==> src/rtl/muldiv_rs.sv <==
// Reservation station for the M-extension multiply/divide unit.
// Tracks operand readiness by ROB tag, wakes on CDB, issues one op at a time.
module muldiv_rs #(
  parameter  int RS_DEPTH  = 4,
  parameter  int ROB_DEPTH = 4,
  localparam int TAGW      = $clog2(ROB_DEPTH),
  localparam int IW        = $clog2(RS_DEPTH),
  localparam int OW        = $clog2(RS_DEPTH) + 1
) (
  input  logic            clk,
  input  logic            rst,
  input  logic            flush,
  input  logic            disp_valid,
  output logic            disp_ready,
  input  logic [31:0]     disp_instr,
  input  logic [TAGW-1:0] disp_rob,
  input  logic            disp_rs1_rdy,
  input  logic [31:0]     disp_rs1_v,
  input  logic [TAGW-1:0] disp_rs1_tag,
  input  logic            disp_rs2_rdy,
  input  logic [31:0]     disp_rs2_v,
  input  logic [TAGW-1:0] disp_rs2_tag,
  input  logic            cdb_valid,
  input  logic [TAGW-1:0] cdb_rob,
  input  logic [31:0]     cdb_data,
  output logic            fu_en,
  output logic [31:0]     fu_instr,
  output logic [31:0]     fu_rs1_v,
  output logic [31:0]     fu_rs2_v,
  output logic [TAGW-1:0] fu_rob,
  input  logic            fu_resp,
  output logic [OW-1:0]   occupancy,
  output logic            dbg_state_o
);

  typedef enum logic {IDLE = 1'b0, BUSY = 1'b1} state_e;

  state_e              state_q;
  logic [RS_DEPTH-1:0] vld_q, r1_q, r2_q;
  logic [31:0]         instr_q [RS_DEPTH];
  logic [31:0]         v1_q    [RS_DEPTH];
  logic [31:0]         v2_q    [RS_DEPTH];
  logic [TAGW-1:0]     rob_q   [RS_DEPTH];
  logic [TAGW-1:0]     t1_q    [RS_DEPTH];
  logic [TAGW-1:0]     t2_q    [RS_DEPTH];

  logic            fu_en_q;
  logic [31:0]     fu_instr_q, fu_rs1_q, fu_rs2_q;
  logic [TAGW-1:0] fu_rob_q;
  logic [OW-1:0]   occ_q, occ_d;

  logic [RS_DEPTH-1:0] ready_vec;
  logic [IW-1:0]       alloc_idx, iss_idx;
  logic                disp_fire, issue_fire, byp1, byp2;

  // Dispatch handshake: an op transfers on an edge where disp_valid & disp_ready;
  // disp_ready depends on registered occupancy only, never on a same-cycle issue.
  assign disp_ready = ~&vld_q;
  assign ready_vec  = vld_q & r1_q & r2_q;
  assign disp_fire  = disp_valid & disp_ready;
  assign issue_fire = (state_q == IDLE) & (|ready_vec);
  assign byp1       = ~disp_rs1_rdy & cdb_valid & (disp_rs1_tag == cdb_rob);
  assign byp2       = ~disp_rs2_rdy & cdb_valid & (disp_rs2_tag == cdb_rob);
  assign occ_d      = occ_q + OW'(disp_fire) - OW'(issue_fire);

  // Descending scans leave the lowest matching index selected.
  always_comb begin
    alloc_idx = '0;
    iss_idx   = '0;
    for (int i = RS_DEPTH - 1; i >= 0; i--) begin
      if (!vld_q[i])    alloc_idx = IW'(i);
      if (ready_vec[i]) iss_idx   = IW'(i);
    end
  end

  always_ff @(posedge clk) begin
    if (rst || flush) begin
      vld_q      <= '0;
      state_q    <= IDLE;
      fu_en_q    <= 1'b0;
      fu_instr_q <= '0;
      fu_rs1_q   <= '0;
      fu_rs2_q   <= '0;
      fu_rob_q   <= '0;
      occ_q      <= '0;
    end else begin
      for (int i = 0; i < RS_DEPTH; i++) begin
        if (vld_q[i] && cdb_valid) begin
          if (!r1_q[i] && t1_q[i] == cdb_rob) begin
            r1_q[i] <= 1'b1;
            v1_q[i] <= cdb_data;
          end
          if (!r2_q[i] && t2_q[i] == cdb_rob) begin
            r2_q[i] <= 1'b1;
            v2_q[i] <= cdb_data;
          end
        end
      end

      if (issue_fire) vld_q[iss_idx] <= 1'b0;

      // The allocated slot is invalid, so it never collides with wakeup or issue.
      if (disp_fire) begin
        vld_q[alloc_idx]   <= 1'b1;
        instr_q[alloc_idx] <= disp_instr;
        rob_q[alloc_idx]   <= disp_rob;
        r1_q[alloc_idx]    <= disp_rs1_rdy | byp1;
        v1_q[alloc_idx]    <= byp1 ? cdb_data : disp_rs1_v;
        t1_q[alloc_idx]    <= disp_rs1_tag;
        r2_q[alloc_idx]    <= disp_rs2_rdy | byp2;
        v2_q[alloc_idx]    <= byp2 ? cdb_data : disp_rs2_v;
        t2_q[alloc_idx]    <= disp_rs2_tag;
      end

      case (state_q)
        IDLE: begin
          if (issue_fire) begin
            state_q    <= BUSY;
            fu_en_q    <= 1'b1;
            fu_instr_q <= instr_q[iss_idx];
            fu_rs1_q   <= v1_q[iss_idx];
            fu_rs2_q   <= v2_q[iss_idx];
            fu_rob_q   <= rob_q[iss_idx];
          end
        end
        BUSY: begin
          if (fu_resp) begin
            state_q <= IDLE;
            fu_en_q <= 1'b0;
          end
        end
        default: state_q <= IDLE;
      endcase

      occ_q <= occ_d;
    end
  end

  assign fu_en       = fu_en_q;
  assign fu_instr    = fu_instr_q;
  assign fu_rs1_v    = fu_rs1_q;
  assign fu_rs2_v    = fu_rs2_q;
  assign fu_rob      = fu_rob_q;
  assign occupancy   = occ_q;
  assign dbg_state_o = state_q;

endmodule

==> config.mk <==
export PLATFORM = sky130hd
export DESIGN_NAME = muldiv_rs
export DESIGN_NICKNAME = d
export VERILOG_FILES = /design/src/rtl/muldiv_rs.sv
export SDC_FILE = /design/constraint.sdc
export NUM_CORES = 1
export LEC_CHECK = 0
export BUFFER_PORTS_ARGS = -buffer_cell sky130_fd_sc_hd__buf_2
export CORE_MARGIN = 8
export CORE_UTILIZATION = 59
export CTS_CLUSTER_DIAMETER = 200
export DETAILED_ROUTE_END_ITERATION = 8
export GPL_TIMING_DRIVEN = 0
export PLACE_DENSITY = 0.8
export SLEW_MARGIN = 15
export SYNTH_ARGS = -nofsm -noshare
export SYNTH_HDL_FRONTEND = slang
export SYNTH_SLANG_ARGS = --single-unit
==> constraint.sdc <==
create_clock -name clk -period 6.9 [get_ports clk]
set_clock_uncertainty 0.05 [all_clocks]
set_input_delay 1.725 -clock clk [delete_from_list [all_inputs] [get_ports clk]]
set_output_delay 1.725 -clock clk [all_outputs]
set_load 0.005 [all_outputs]
== Word level (Yosys, flattened, before mapping) ==
Memory sizes are Yosys's and may differ from the RTL's. A register that Yosys moved wholly into a read port is not among the register bits.
Index checks and enable logic that the tools add are counted.

* Add/subtract/negate cells: 2
* Multiply operators: 0
* Divide/modulo/power cells: 0
* $lt $le $gt $ge: 4
* Equal/unequal tests: 12
* Shifts and indexed selects: 0
* Multiplexer cells: 86
* Bitwise gates (word level): 16
* Reduce and logical (&&, ||, !) cells: 28

{| class="wikitable"
|+ Operator list
! operator !! count
|-
| $mux 1 || 65
|-
| $mux 32 || 2
|-
| $eq 2x2->1 || 10
|-
| $mux 4 || 5
|-
| $mux 2 || 8
|-
| $logic_and 1x1->1 || 14
|-
| $and 4x4->4 || 3
|-
| $logic_not 1->1 || 9
|-
| $bwmux 4 || 2
|-
| $and 1x1->1 || 6
|-
| $lt 2x3->1 const B || 2
|-
| $demux 1 s2 || 2
|-
| $ge 2x1->1 const B || 2
|-
| $ne 2x2->1 const B || 2
|-
| $not 4->4 || 1
|-
| $or 4x4->4 || 1
|-
| $pmux 1 s2 || 2
|-
| $reduce_and 2->1 || 2
|-
| $reduce_and 4->1 || 1
|-
| $reduce_or 4->1 || 1
|-
| $add 3x1->3 || 1
|-
| $not 1->1 || 3
|-
| $sub 3x1->3 || 1
|-
| $or 1x1->1 || 2
|-
| $logic_or 1x1->1 || 1
|}

* Flip-flop bits (word level): 17
* Bits in latches: 0
* Memory bits (writable): 408
* ROM bits: 0
* Input bits: 144
* Output and inout bits: 104
* Logic and storage cells: 160
* Memories kept: 6

{| class="wikitable"
|+ Memories
! name !! words !! bits a word !! read ports !! clocked after memory_dff !! wr ports !! line !! RTL
|-
| instr_q || 4 || 32 || 1 || 1 || 1 || 40 || <nowiki>logic [31:0] instr_q [RS_DEPTH];</nowiki>
|-
| v1_q || 4 || 32 || 1 || 1 || 5 || 41 || <nowiki>logic [31:0] v1_q [RS_DEPTH];</nowiki>
|-
| v2_q || 4 || 32 || 1 || 1 || 5 || 42 || <nowiki>logic [31:0] v2_q [RS_DEPTH];</nowiki>
|-
| rob_q || 4 || 2 || 1 || 1 || 1 || 43 || <nowiki>logic [TAGW-1:0] rob_q [RS_DEPTH];</nowiki>
|-
| t1_q || 4 || 2 || 4 || 0 || 1 || 44 || <nowiki>logic [TAGW-1:0] t1_q [RS_DEPTH];</nowiki>
|-
| t2_q || 4 || 2 || 4 || 0 || 1 || 45 || <nowiki>logic [TAGW-1:0] t2_q [RS_DEPTH];</nowiki>
|}

== Logic depth before layout (Yosys ltp) ==
* Depth after elaboration: 16
* Mapped depth: 14
* Depth with buffers taken out: 10

== Worst setup path after synthesis ==
No wires, ideal clock.

* Path kind: input port to flip-flop
* From: input disp_valid
* To: memory instr_q[3][0], enable pin
* Setup time: 0.433 ns
* Arrival: 3.965 ns
* Required time: 6.417 ns
* Setup slack: 2.452 ns
* Cell stages on the path: 4
* Path buffers: 0
* Cells stage by stage: nand3_1 nor3b_2 inv_1 nor2_1

* Word-level cells in the longest chain between the ends: 4

{| class="wikitable"
|+ Ends and longest elaborated chain
! what !! line !! RTL
|-
| start, declared || 13 || <nowiki>input logic disp_valid,</nowiki>
|-
| $and 1x1->1 || 60 || <nowiki>assign disp_fire = disp_valid & disp_ready;</nowiki>
|-
| $mux 1 || 103 || <nowiki>if (disp_fire) begin</nowiki>
|-
| $mux 1 || 77 || <nowiki>if (rst || flush) begin</nowiki>
|-
| $mux 1 (not written as such) || 105 || <nowiki>instr_q[alloc_idx] <= disp_instr;</nowiki>
|-
| end, declared || 40 ||
|}

Every way passes these cells.

==> metrics.md <==
| Metric | Value |
|---|---|
| Status | complete, no violations |
| Vias in the first global route | 17070 |
| Via density per instance | 6.40 |
| Setup crit start kind | primary input |
| Area Overhead vs Synth | 17.2% |
| Clock latency on the worst-skew pair | 0.60 ns |
| Synth area leaders | edfxtp_1, mux2_2, dfxtp_1, a21oi_1, nand3_1 |
| Total negative setup slack | 0 ns |
| Ys flop type | edfxtp_1 |
| Peak Freq | 0.233 GHz |
| Post-route ant nets | 0 |
| Final min period | 4.30 ns |
| Max-slew headroom | 26.7% |
| Worst-path clk slew | 0.06 ns |
| 1st-iter DRT viols | 2240 |
| Core area | 0.0386 mm2 |
| H-tree Lvls | 2 |
| Final setup fails | 0 |
| Register Area | 0.0146 mm2 |
| CTS buffer count | 52 |
| Final Hold Fails | 0 |
| EDFF count, synth | 416 |
| Sequential share of the synthesized area | 63.6% |
| Starting Density | 59.7% |
| Area of the mapped netlist | 0.0230 mm2 |
| Final period util | 62.3% |
| Post-CTS resize count | 0 |
| CTS root buffer | clkbuf_16 |
| Most frequent cells in the layout | edfxtp_1, buf_2, mux2_2 |
| Max_cap viols | 0 |
| R2R setup slack | 2.73 ns |
| Worst hold path type | flip-flop to flip-flop |
| FFs w/ async S/R, synth | 0% |
| Critical path capture point type | flip-flop |
| Critical-path maximum fanout | 17 |
| Syn_nets | 1944 |
| Hold Crit Depth | 2 |
| Die W | 213 um |
| # hold bufs at CTS | 0 |
| Fillers | 2685 |
| CP arrival | 4.54 ns |
| Reg2reg path depth | 13 |
| Pin count of the biggest net entering global routing | 31 |
| CTS tree | built |
| Mean Syn Cell Area | 12.8 um2 |
| IO buf count | 244 |
| Die area | 0.0456 mm2 |
| Die height | 213 um |
| RSZ-0062 raised after global routing | false |
| Pwr/cell area | 245 mW/mm2 |
| Critical path class | primary input to flip-flop |
| Worst Tran Pin Value | 1.10 ns |
| First-pass GRT wire length | 102000 um |
| Commonest non-fill, non-tap cell in the layout | edfxtp_1 |
| GRT Resource Usage Total | 29.6% |
| RePlAce Congestion | 0.862 |
| Data required, critical path | 7.15 ns |
| Cell taking the most area after synthesis | edfxtp_1 |
| First-pass detailed-route iteration total | 6 |
| Ports | 248 |
| Cell variety after synth | 43 |
| Max Transition Viols Final | 0 |
| Setup bufs post-CTS | 0 |
| Yosys top cell area share | 54.3% |
| Wirelength, routed | 69000 um |
| Post-detail-place hpwl | 46400 um |
| Inst Count DP | 2573 |
| Count of warnings emitted by yosys | 0 |
| Via count | 17145 |
| Global route total overflow | 0 |
| Multi-input gate area | 0.00778 mm2 |
| Row Count | 72 |
| Final nets | 2256 |
| Layout cell share with drive strength beyond 1 | 30.4% |
| Post-Layout Cell Count | 2678 |
| Drt wl/cell | 25.8 um |
| Clock Tree Buf Depth | 3 |
| Gate Count Post-Synth | 1797 |
| Clk sinks | 523 |
| Initial antenna violation count | 13 |
| Number of remaining DRC errors | 0 |
| P_leak | 9.42 nW |
| Flops & latches, synth | 523 |
| Peak VDD IR | 0.175 mV |
## power breakdown
part	switching (mW)	leakage (nW)	total [mW]	internal, mW
combinational	0.190	3.95	0.325	0.135
sequential	0.0115	4.62	3.45	3.44
clock	1.20	0.843	2.83	1.63
total	1.40	9.42	6.60	5.20
## critical path, stage by stage
cell,delay [ns]
buf_2,0.10
or2_1,0.23
clkbuf_1,0.20
inv_1,0.13
buf_2,0.31
buf_1,0.86
o21a_2,0.71
buf_16,0.25
## per-layer routing
metal	GRT usage [%]	wire (um)
met2	48.3	33200
met1	37.6	25100
met3	6.27	7550
met5	0	102
met4	13.9	3040
## final timing paths
check / start / to
max reg2reg: r2_q[0] / occupancy[2]
max: flush / v1_q[2][20]
min reg2reg: fu_en / fu_en
min: fu_en / fu_en
## logic make-up (layout without fill, tap and decap cells)
| group | Yosys count | count (layout) | share of synthesized area [%] |
|---|---|---|---|
| xor gates and xnor gates | 22 | 22 | 0.837 |
| DFF | 523 | 523 | 63.6 |
| buffers and inverters | 151 | 507 | 2.79 |
| AOI/OAI and AO/OA | 333 | 333 | 9.23 |
| adders and majority gates | 3 | 3 | 0.196 |
| other | 0 | 7 | 0 |
| and+or+nand+nor | 509 | 509 | 10.8 |
| muxes | 256 | 256 | 12.5 |
## sequential cells by signal, summed over array words and instances, names as in the netlist
register,count
fu_rob,2
fu_en,1
fu_rs2_v,32
occupancy,3
v1_q,128
r2_q,4
r1_q,4
dbg_state_o,1
t2_q,8
instr_q,128
fu_rs1_v,32
vld_q,4
v2_q,128
fu_instr,32
rob_q,8
t1_q,8
## cell type report
| cell class | instances | area share (%) |
|---|---|---|
| Sequential cell | 523 | 54.3 |
| Multi-Input combinational cell | 1123 | 28.9 |
| Clock inverter | 27 | 0.886 |
| Buffer | 140 | 2.23 |
| Tap cell | 518 | 2.40 |
| Antenna cell | 7 | 0.0649 |
| Inverter | 11 | 0.153 |
| Clock buffer | 71 | 5.39 |
| Timing Repair Buffer | 258 | 5.76 |
## metrics by stage
step | utilization, % | hold slack (ns) | worst slack (ns) | power, mW | area [um2]
floorplan | - | 0.437 | 2.45 | 3.67 | 23000
global placement | 64.5 | 0.432 | 0.835 | 3.81 | 24900
detailed placement | 65.5 | 0.460 | 2.06 | 3.83 | 25300
CTS | 69.9 | 0.464 | 2.66 | 6.59 | 27000
global route | 69.9 | 0.481 | 2.51 | 6.75 | 27000
finish | 70.0 | 0.472 | 2.60 | 6.60 | 27000
## Yosys cell counts (2+ instances only)
cell / n
a211oi_1: 2
buf_4: 8
o21ai_0: 15
nor3_1: 5
o21a_1: 6
a31oi_1: 24
nor4b_4: 2
mux2_2: 248
clkbuf_2: 4
o221ai_1: 12
inv_1: 11
a21oi_1: 180
dfxtp_1: 107
nand2_1: 189
clkbuf_1: 92
nor3_2: 2
edfxtp_1: 416
and2_1: 88
xnor2_1: 14
buf_1: 4
nand3_1: 176
and3_1: 4
nor2_2: 2
a22oi_1: 6
ha_1: 2
nand4_1: 7
nor2_1: 24
xor2_1: 8
o31a_1: 86
buf_2: 32
nand3b_2: 2
mux2_1: 8
No activity file was read; power rests on OpenSTA's default activity.
